### config.mk
export PLATFORM = sky130hd
export DESIGN_NAME = sm_para_ctrl
export DESIGN_NICKNAME = d
export VERILOG_FILES = /design/src/rtl/sm_para_ctrl_pkg.sv /design/src/rtl/sm_para_ctrl_tmo.sv /design/src/rtl/sm_para_ctrl.sv
export SDC_FILE = /design/constraint.sdc
export NUM_CORES = 1
export LEC_CHECK = 0
export CORE_MARGIN = 3
export CORE_UTILIZATION = 46
export DETAILED_ROUTE_END_ITERATION = 7
export PLACE_DENSITY_LB_ADDON = 0.3
export REMOVE_ABC_BUFFERS = 1
export SETUP_SLACK_MARGIN = 0.02
export SLEW_MARGIN = 5
export SYNTH_ARGS = -nofsm -noshare
export SYNTH_HDL_FRONTEND = slang
export SYNTH_SLANG_ARGS = --single-unit
### constraint.sdc
create_clock -name clk -period 1.83 [get_ports clk]
set_input_delay 0.366 -clock clk [delete_from_list [all_inputs] [get_ports clk]]
set_output_delay 0.366 -clock clk [all_outputs]
set_load 0.03 [all_outputs]
### src/rtl/sm_para_ctrl_pkg.sv
// sm_para_ctrl_pkg: shared definitions for the paragraph-FSM sequencer.
// State encodings (4-bit binary), fail codes, expected monitor codes and
// the Moore drive-pattern decode.
package sm_para_ctrl_pkg;

  typedef enum logic [3:0] {
    StCIdle   = 4'd0,
    StS1Step  = 4'd1,
    StS1Chk   = 4'd2,
    StS2Step  = 4'd3,
    StS2Chk   = 4'd4,
    StIdStep  = 4'd5,
    StIdChk   = 4'd6,
    StRecover = 4'd7,
    StDone    = 4'd8
  } ctrl_state_e;

  // fail_code values
  localparam logic [1:0] FC_OK       = 2'b00;
  localparam logic [1:0] FC_NOT_IDLE = 2'b01;
  localparam logic [1:0] FC_ERR      = 2'b10;
  localparam logic [1:0] FC_TMO      = 2'b11;

  // Expected {o1,o2,err} per FSM state
  localparam logic [2:0] MON_IDLE = 3'b000;
  localparam logic [2:0] MON_S1   = 3'b100;
  localparam logic [2:0] MON_S2   = 3'b010;
  localparam logic [2:0] MON_ERR  = 3'b111;

  // {i1,i2} applied to the FSM in each sequencer state; CHK patterns hold the FSM still
  function automatic logic [1:0] drive_pattern(ctrl_state_e st);
    logic [1:0] pat;
    pat = 2'b00;
    case (st)
      StS1Step: pat = 2'b11;
      StS2Step: pat = 2'b11;
      StS2Chk:  pat = 2'b01;
      StIdStep: pat = 2'b10;
      default:  pat = 2'b00;
    endcase
    return pat;
  endfunction

  // States in which the sequencer waits on the FSM
  function automatic logic is_wait_state(ctrl_state_e st);
    return (st == StS1Chk) || (st == StS2Chk) || (st == StIdChk) || (st == StRecover);
  endfunction

endpackage

### src/rtl/sm_para_ctrl_tmo.sv
// sm_para_ctrl_tmo: wait counter for CHK/RECOVER states.
// clr marks the first cycle in a wait state; expired is high in the TMO-th cycle spent there.
module sm_para_ctrl_tmo #(
  parameter int unsigned TMO = 8
) (
  input  logic clk,
  input  logic nrst,
  input  logic clr,
  input  logic en,
  output logic expired
);

  localparam int unsigned CW = $clog2(TMO + 1);

  // Cycles already spent in the current wait state before this one
  logic [CW-1:0] cnt_q;

  // Count time in state; first cycle reloads so the next cycle sees one elapsed
  always_ff @(posedge clk or negedge nrst) begin
    if (!nrst) begin
      cnt_q <= '0;
    end else if (clr) begin
      cnt_q <= CW'(1);
    end else if (en && !expired) begin
      cnt_q <= cnt_q + CW'(1);
    end
  end

  // Expire on the TMO-th cycle in state, including the entry cycle when TMO is 1
  always_comb begin
    expired = 1'b0;
    if (en) begin
      if (clr) expired = (TMO == 1);
      else     expired = (cnt_q >= CW'(TMO - 1));
    end
  end

endmodule

### src/rtl/sm_para_ctrl.sv
// sm_para_ctrl: walks the paragraph FSM through IDLE->S1->S2->IDLE laps,
// recovers it from ERROR and reports a status code with a done pulse.
// Optional wait timeout is enabled by defining SM_PARA_CTRL_TMO_EN.
module sm_para_ctrl
  import sm_para_ctrl_pkg::*;
#(
  parameter int unsigned LAP_W = 4,
  parameter int unsigned TMO   = 8
) (
  input  logic             clk,
  input  logic             nrst,
  input  logic             start,
  input  logic [LAP_W-1:0] lap_num,
  output logic             busy,
  output logic             done,
  output logic [1:0]       fail_code,
  output logic [LAP_W-1:0] lap_cnt,
  output logic             drv_i1,
  output logic             drv_i2,
  input  logic             mon_o1,
  input  logic             mon_o2,
  input  logic             mon_err
);

  if (TMO == 0) begin : g_tmo_invalid
    $error("TMO must be at least 1");
  end

  logic [2:0]       mon;
  ctrl_state_e      state_q;
  logic [LAP_W-1:0] lap_num_q;
  logic [LAP_W-1:0] lap_inc;
  logic             tmo_expired;

  assign mon = {mon_o1, mon_o2, mon_err};

  // Saturating lap increment
  always_comb begin
    lap_inc = (&lap_cnt) ? lap_cnt : lap_cnt + LAP_W'(1);
  end

`ifdef SM_PARA_CTRL_TMO_EN
  ctrl_state_e prev_q;

  // Previous state, to spot the entry cycle of each wait state
  always_ff @(posedge clk or negedge nrst) begin
    if (!nrst) prev_q <= StCIdle;
    else       prev_q <= state_q;
  end

  sm_para_ctrl_tmo #(
    .TMO(TMO)
  ) u_tmo (
    .clk     (clk),
    .nrst    (nrst),
    .clr     (state_q != prev_q),
    .en      (is_wait_state(state_q)),
    .expired (tmo_expired)
  );
`else
  assign tmo_expired = 1'b0;
`endif

  // Sequencer FSM with registered lap count and status
  always_ff @(posedge clk or negedge nrst) begin
    if (!nrst) begin
      state_q   <= StCIdle;
      lap_num_q <= '0;
      lap_cnt   <= '0;
      fail_code <= FC_OK;
    end else begin
      case (state_q)
        StCIdle: begin
          if (start) begin
            lap_num_q <= lap_num;
            lap_cnt   <= '0;
            fail_code <= FC_OK;
            if (lap_num == '0) begin
              state_q <= StDone;
            end else if (mon != MON_IDLE) begin
              state_q   <= StDone;
              fail_code <= FC_NOT_IDLE;
            end else begin
              state_q <= StS1Step;
            end
          end
        end
        StS1Step: state_q <= StS1Chk;
        StS2Step: state_q <= StS2Chk;
        StIdStep: state_q <= StIdChk;
        StS1Chk: begin
          if (mon_err) begin
            state_q <= StRecover;
          end else if (mon == MON_S1) begin
            state_q <= StS2Step;
          end else if (tmo_expired) begin
            state_q   <= StDone;
            fail_code <= FC_TMO;
          end
        end
        StS2Chk: begin
          if (mon_err) begin
            state_q <= StRecover;
          end else if (mon == MON_S2) begin
            state_q <= StIdStep;
          end else if (tmo_expired) begin
            state_q   <= StDone;
            fail_code <= FC_TMO;
          end
        end
        StIdChk: begin
          if (mon_err) begin
            state_q <= StRecover;
          end else if (mon == MON_IDLE) begin
            lap_cnt <= lap_inc;
            if (lap_inc == lap_num_q) begin
              state_q   <= StDone;
              fail_code <= FC_OK;
            end else begin
              state_q <= StS1Step;
            end
          end else if (tmo_expired) begin
            state_q   <= StDone;
            fail_code <= FC_TMO;
          end
        end
        StRecover: begin
          if (mon == MON_IDLE) begin
            state_q   <= StDone;
            fail_code <= FC_ERR;
          end else if (tmo_expired) begin
            state_q   <= StDone;
            fail_code <= FC_TMO;
          end
        end
        StDone:  state_q <= StCIdle;
        default: state_q <= StCIdle;
      endcase
    end
  end

  // Moore outputs decoded from the registered state
  always_comb begin
    busy             = (state_q != StCIdle);
    done             = (state_q == StDone);
    {drv_i1, drv_i2} = drive_pattern(state_q);
  end

endmodule
* Word-level counts from Yosys, hierarchy flattened *
Cells that the tools add are included.

storage, ports and cells
  output and inout port bits = 10
  register bits = 14

operators by class
  add/subtract/negate cells = 1
  reductions and logical operators = 13
  mux-type cells = 26
  eq/ne operators = 19

operator list
  kind                                                             number
  4-bit two-way mux                                                15
  4-bit one-hot mux with 8 select lines                            1
  4-bit by 3-bit == test with 1-bit output, second input constant  4
  2-bit one-hot mux with 3 select lines                            2
  2-bit two-way mux                                                5
  2-bit inequality test, second input constant                     5
  3-bit inequality test, second input constant                     3
  4-bit by 2-bit == test with 1-bit output, second input constant  2
  4-bit zero test                                                  2
  4-bit one-hot mux with 2 select lines                            1
  4-bit AND reduction                                              2
  6-bit AND reduction                                              1
  3-bit nonzero test                                               2
  5-bit AND reduction                                              1
  4-bit by 1-bit adder with 4-bit output, second input constant    1
  4-bit by 1-bit == test with 1-bit output, second input constant  1
  4-bit == test                                                    1
  4-bit == test, second input constant                             1
  4-bit nonzero test                                               1
  3-bit by 2-bit == test with 1-bit output, second input constant  1
  3-bit == test, second input constant                             1
  3-bit zero test                                                  1
  1-bit two-way mux                                                2
  2-bit AND reduction                                              1
  2 further kinds                                                  2

* Logic depth before layout (Yosys ltp) *
  depth after elaboration = 7
  mapped depth = 7

* Worst setup path after synthesis *
No wires, ideal clock.

  path type = reg-to-reg
  from = reg lap_cnt[0]
  to = reg fail_code[1]
  library setup time = 0.126 ns
  clock period less this slack = 2.168 ns
  slack = -0.338 ns
  arrival time = 2.042 ns
  required time = 1.704 ns
  buffers on the path = 1
  stages on the path, launching flop included = 8
  cell sequence = dfrtp_1 ha_1 buf_6 xor2_1 o211ai_1 a22oi_1 or3_1 a311o_1

on the way
  word-level cells in the longest chain between the ends = 5

ends and longest elaborated chain
  element                                                                        RTL line             RTL
  start, declared                                                                sm_para_ctrl.sv:17   output logic [LAP_W-1:0] lap_cnt,
  start signal, assigned                                                         sm_para_ctrl.sv:115  lap_cnt <= lap_inc;
  4-bit by 1-bit adder with 4-bit output or 4-bit AND reduction (tied branches)  sm_para_ctrl.sv:39   lap_inc = (&lap_cnt) ? lap_cnt : lap_cnt + LAP_W'(1);
  4-bit two-way mux *                                                            sm_para_ctrl.sv:39
  4-bit == test *                                                                sm_para_ctrl.sv:116  if (lap_inc == lap_num_q) begin
  2-bit inequality test (no source line) *                                       n/a
  6-bit AND reduction (no source line) *                                         n/a
  end signal, assigned                                                           sm_para_ctrl.sv:118  fail_code <= FC_OK;
  end signal, assigned                                                           sm_para_ctrl.sv:124  fail_code <= FC_TMO;
  end signal, assigned                                                           sm_para_ctrl.sv:130  fail_code <= FC_ERR;
  end, declared                                                                  sm_para_ctrl.sv:16   output logic [1:0] fail_code,

Mark *: on every way between the ends. The rest lies on a longest branch, timed or not.
A chain may end at the register's enable or synchronous reset.

* Worst setup path after layout *
  from = reg lap_cnt[0]
  to = reg state_q[0]

on the way
  word-level cells in the longest chain between the ends = 7

ends and longest elaborated chain
  element                                                                        RTL line             RTL
  4-bit by 1-bit adder with 4-bit output or 4-bit AND reduction (tied branches)  sm_para_ctrl.sv:39
  4-bit two-way mux *                                                            sm_para_ctrl.sv:39
  4-bit == test *                                                                sm_para_ctrl.sv:116
  4-bit two-way mux *                                                            sm_para_ctrl.sv:116
  4-bit two-way mux *                                                            sm_para_ctrl.sv:114  end else if (mon == MON_IDLE) begin
  4-bit two-way mux *                                                            sm_para_ctrl.sv:112  if (mon_err) begin
  4-bit one-hot mux with 8 select lines *                                        sm_para_ctrl.sv:72   case (state_q)
  end signal, assigned                                                           sm_para_ctrl.sv:113  state_q <= StRecover;
  end signal, assigned                                                           sm_para_ctrl.sv:117  state_q <= StDone;
  end signal, assigned                                                           sm_para_ctrl.sv:120  state_q <= StS1Step;
  end, declared                                                                  sm_para_ctrl.sv:30   ctrl_state_e state_q;

Mark *: on every way between the ends. The rest lies on a longest branch, timed or not. The select of a mux whose other input is x is not followed.

==> run summary <==
Crit path kind -> reg -> reg
CTS Buffer Depth -> 2
Top_reg_cell synth -> dfrtp_1
Die ar. -> 2980 um^2
Min setup slack post-route -> -118 ps
Antenna Nets Post-Route -> 0
DRT iter0 DRCs -> 62
Metal-1 WL -> 1360 um
Total grt overflow -> 0
Final Skew -> 1.93 ps
Post-Syn Area -> 1090 um^2
Crit path time final -> 1950 ps
LEAKAGE -> 0.000711 uW
Total global routing track utilization -> 23.6%
Worst endpoint data arrival time -> 2110 ps
Avg Synthesized Cell Area -> 8.43 um^2
Number of vias per cell -> 6.04
Sequential area share after synthesis -> 32.2%
Synth warnings -> 0
Top post-synthesis cells by area -> dfrtp_1 (32%), nand2_1 (7.6%), nor2_1 (3.8%)
Root Buffer -> clkbuf_4
Clk pwr share -> 8.1%
Max cap viols -> 0
DRT Wirelength -> 3250 um
Final Cell Area -> 1560 um^2
CTS Buf Count -> 3
CTS Hold Bufs -> 0
CP max FO -> 7
Cell Area, Placed -> 1400 um^2
Hold WC Path Type -> in -> async
DRC violations left -> 0
N_diodes -> 0
Area leader, netlist -> dfrtp_1
Period Utilization, post-route -> 106%
Std cell rows -> 16
Psw -> 1320 uW
Top sig layer -> met4
Starting density of the core -> 51.7%
First-pass GRT wire length -> 5090 um
Final net count -> 182
Antenna violations before repair -> 0
H-tree depth -> 1
Fin Setup TNS -> -236 ps
CTS tree -> built
Met3 wire len -> 331 um
Post-Synthesis Cells -> 129
Cell variety after synth -> 50
Io pins -> 20
Gpl congestion -> 0.938
Final Max Slew Viols -> 0
Count leader, synth -> nand2_1
Status -> finished, violations left
Met2 wire length -> 1540 um
Startpoint Class -> register
Synth top area share -> 32.2%
# clock sinks -> 14
Pre-CTS WS -> -379 ps
Crit end category -> register
Combinational power share -> 69.8%
Wire per inst -> 16.5 um
Sw Ratio -> 47.7%
Share of cells above drive strength 1 -> 32.9%
Commonest cells in the netlist -> nand2_1 (22), dfrtp_1 (14), nor2_1 (11)
Die height -> 54.6 um
Area grow syn2layout -> 43.7%
Pwr dens -> 1770 nW/um^2
Pint -> 1450 uW
Asr flop ratio synth -> 100%
Fin Hold WS -> 390 ps
Unrepaired setup endpoints after global routing -> true
Port bufs -> 19
Die W -> 54.6 um
Rel. slew slack -> 78.9%
Via count -> 1190
Final HPWL DP -> 2160 um
Number of synthesized flops with an enable pin -> 0
Final hold viol count -> 0
Max VDD drop -> 1280 uV
Clock slew at reported path FFs -> 80 ps
Worst-Margin Slew -> 314 ps
F_max -> 513 MHz
Largest net degree at the start of global routing -> 15
Yosys reg bits -> 14
Vias in the first global route -> 1133
Final core occ -> 74.3%
R2r worst-path depth -> 6
Final Setup Violations -> 4
Failing checks -> negative setup slack
Clock latency on the worst-skew pair -> 280 ps
Pre-antenna DRT Iters -> 4
Core area -> 2100 um^2
WP data required -> 2000 ps
Flop pwr share -> 22.2%
flip-flops by register name, indices dropped and copies added (netlist names):
| register | flops |
|---|---|
| state_q | 4 |
| lap_num_q | 4 |
| lap_cnt | 4 |
| fail_code | 2 |
power by group through the flow:
| stage | sequential [uW] | combinational [uW] | clock, uW |
|---|---|---|---|
| floorplan | 727 | 837 | 0 |
| global placement | 581 | 1560 | 0 |
| detailed placement | 593 | 1590 | 0 |
| CTS | 594 | 1690 | 231 |
| global route | 631 | 2090 | 245 |
| finish | 614 | 1930 | 223 |
routing by layer:
metal  GRT usage (%)  up-vias
li1                -      555
met1            33.7      556
met2            35.0       75
met3            5.99        4
met4            6.22        0
met5               0        -
critical path, stage by stage (launching register included):
cell and delay [ps]:
dfrtp_1 400, ha_4 190, and3b_2 210, o21bai_1 190, o221ai_2 140, or3_4 410, a311o_1 280
layout by cell type (no fill, tap or decap), types with 2 or more instances in the layout:
cell type | Yosys | layout
nor2b_1 | 3 | 2
dfrtp_2 | 0 | 2
nor4_1 | 2 | 2
nand2b_1 | 3 | 3
a21oi_1 | 7 | 6
nor2_1 | 11 | 11
nor3_1 | 5 | 5
a311o_1 | 2 | 2
or3_4 | 1 | 2
xor2_1 | 2 | 2
o31ai_1 | 2 | 2
inv_2 | 2 | 2
clkbuf_4 | 0 | 3
o21ai_0 | 7 | 7
dlymetal6s2s_1 | 0 | 2
buf_6 | 1 | 3
clkdlybuf4s50_1 | 0 | 8
buf_4 | 4 | 24
dlygate4sd2_1 | 0 | 5
inv_1 | 4 | 4
nor4_4 | 1 | 3
dfrtp_1 | 14 | 12
nand3b_1 | 2 | 2
nand2_1 | 22 | 22
what timing repair did:
| item | 4_1_cts | 5_1_grt |
|---|---|---|
| pin swaps | 6 | 7 |
| gates resized for setup | 17 | 15 |
| setup buffers | 3 | 2 |
| setup endpoints to repair | 13 | 13 |
cells by family (layout without fill, tap and decap cells):
logic type               after synthesis  in the layout  share of synthesized area, %
AO/OA/AOI/OAI                         34             34                          22.4
flip-flops                            14             14                          32.2
XOR/XNOR                               2              2                          1.61
buffers and inverters                 13             54                          6.79
AND/OR/NAND/NOR                       64             64                          34.9
adder cells (fa/ha/maj)                1              1                          1.15
multiplexers                           1              1                         0.921
stage by stage:
stage,instances,total power [uW]
2_1_floorplan,122,1560
3_3_place_gp,188,2140
3_5_place_dp,188,2180
4_1_cts,195,2510
5_1_grt,197,2960
6_report,197,2770
path summary, 6_finish.rpt:
kind                                                from                  endpoint  slack [ps]
worst max-delay path              lap_cnt[0]$_DFFE_PN0P_    state_q[0]$_DFFE_PN0P_        -120
worst min-delay path                                nrst  fail_code[0]$_DFFE_PN0P_         390
worst max register to register    lap_cnt[0]$_DFFE_PN0P_    state_q[0]$_DFFE_PN0P_        -120
worst min register to register  lap_num_q[0]$_DFFE_PN0P_  lap_num_q[0]$_DFFE_PN0P_         510
max in group asynchronous                           nrst    state_q[3]$_DFFE_PN0P_        1260
min in group clk                lap_num_q[0]$_DFFE_PN0P_  lap_num_q[0]$_DFFE_PN0P_         510
layout make-up:
class | instances | area [um^2]
clock buffers | 4 | 36.3
fillers | 149 | 539
inverters | 6 | 22.5
multi-input cells | 102 | 744
flip-flops and latches | 14 | 353
well taps | 27 | 33.8
repair buffers | 44 | 373
Power figures use the tool's default switching activity.
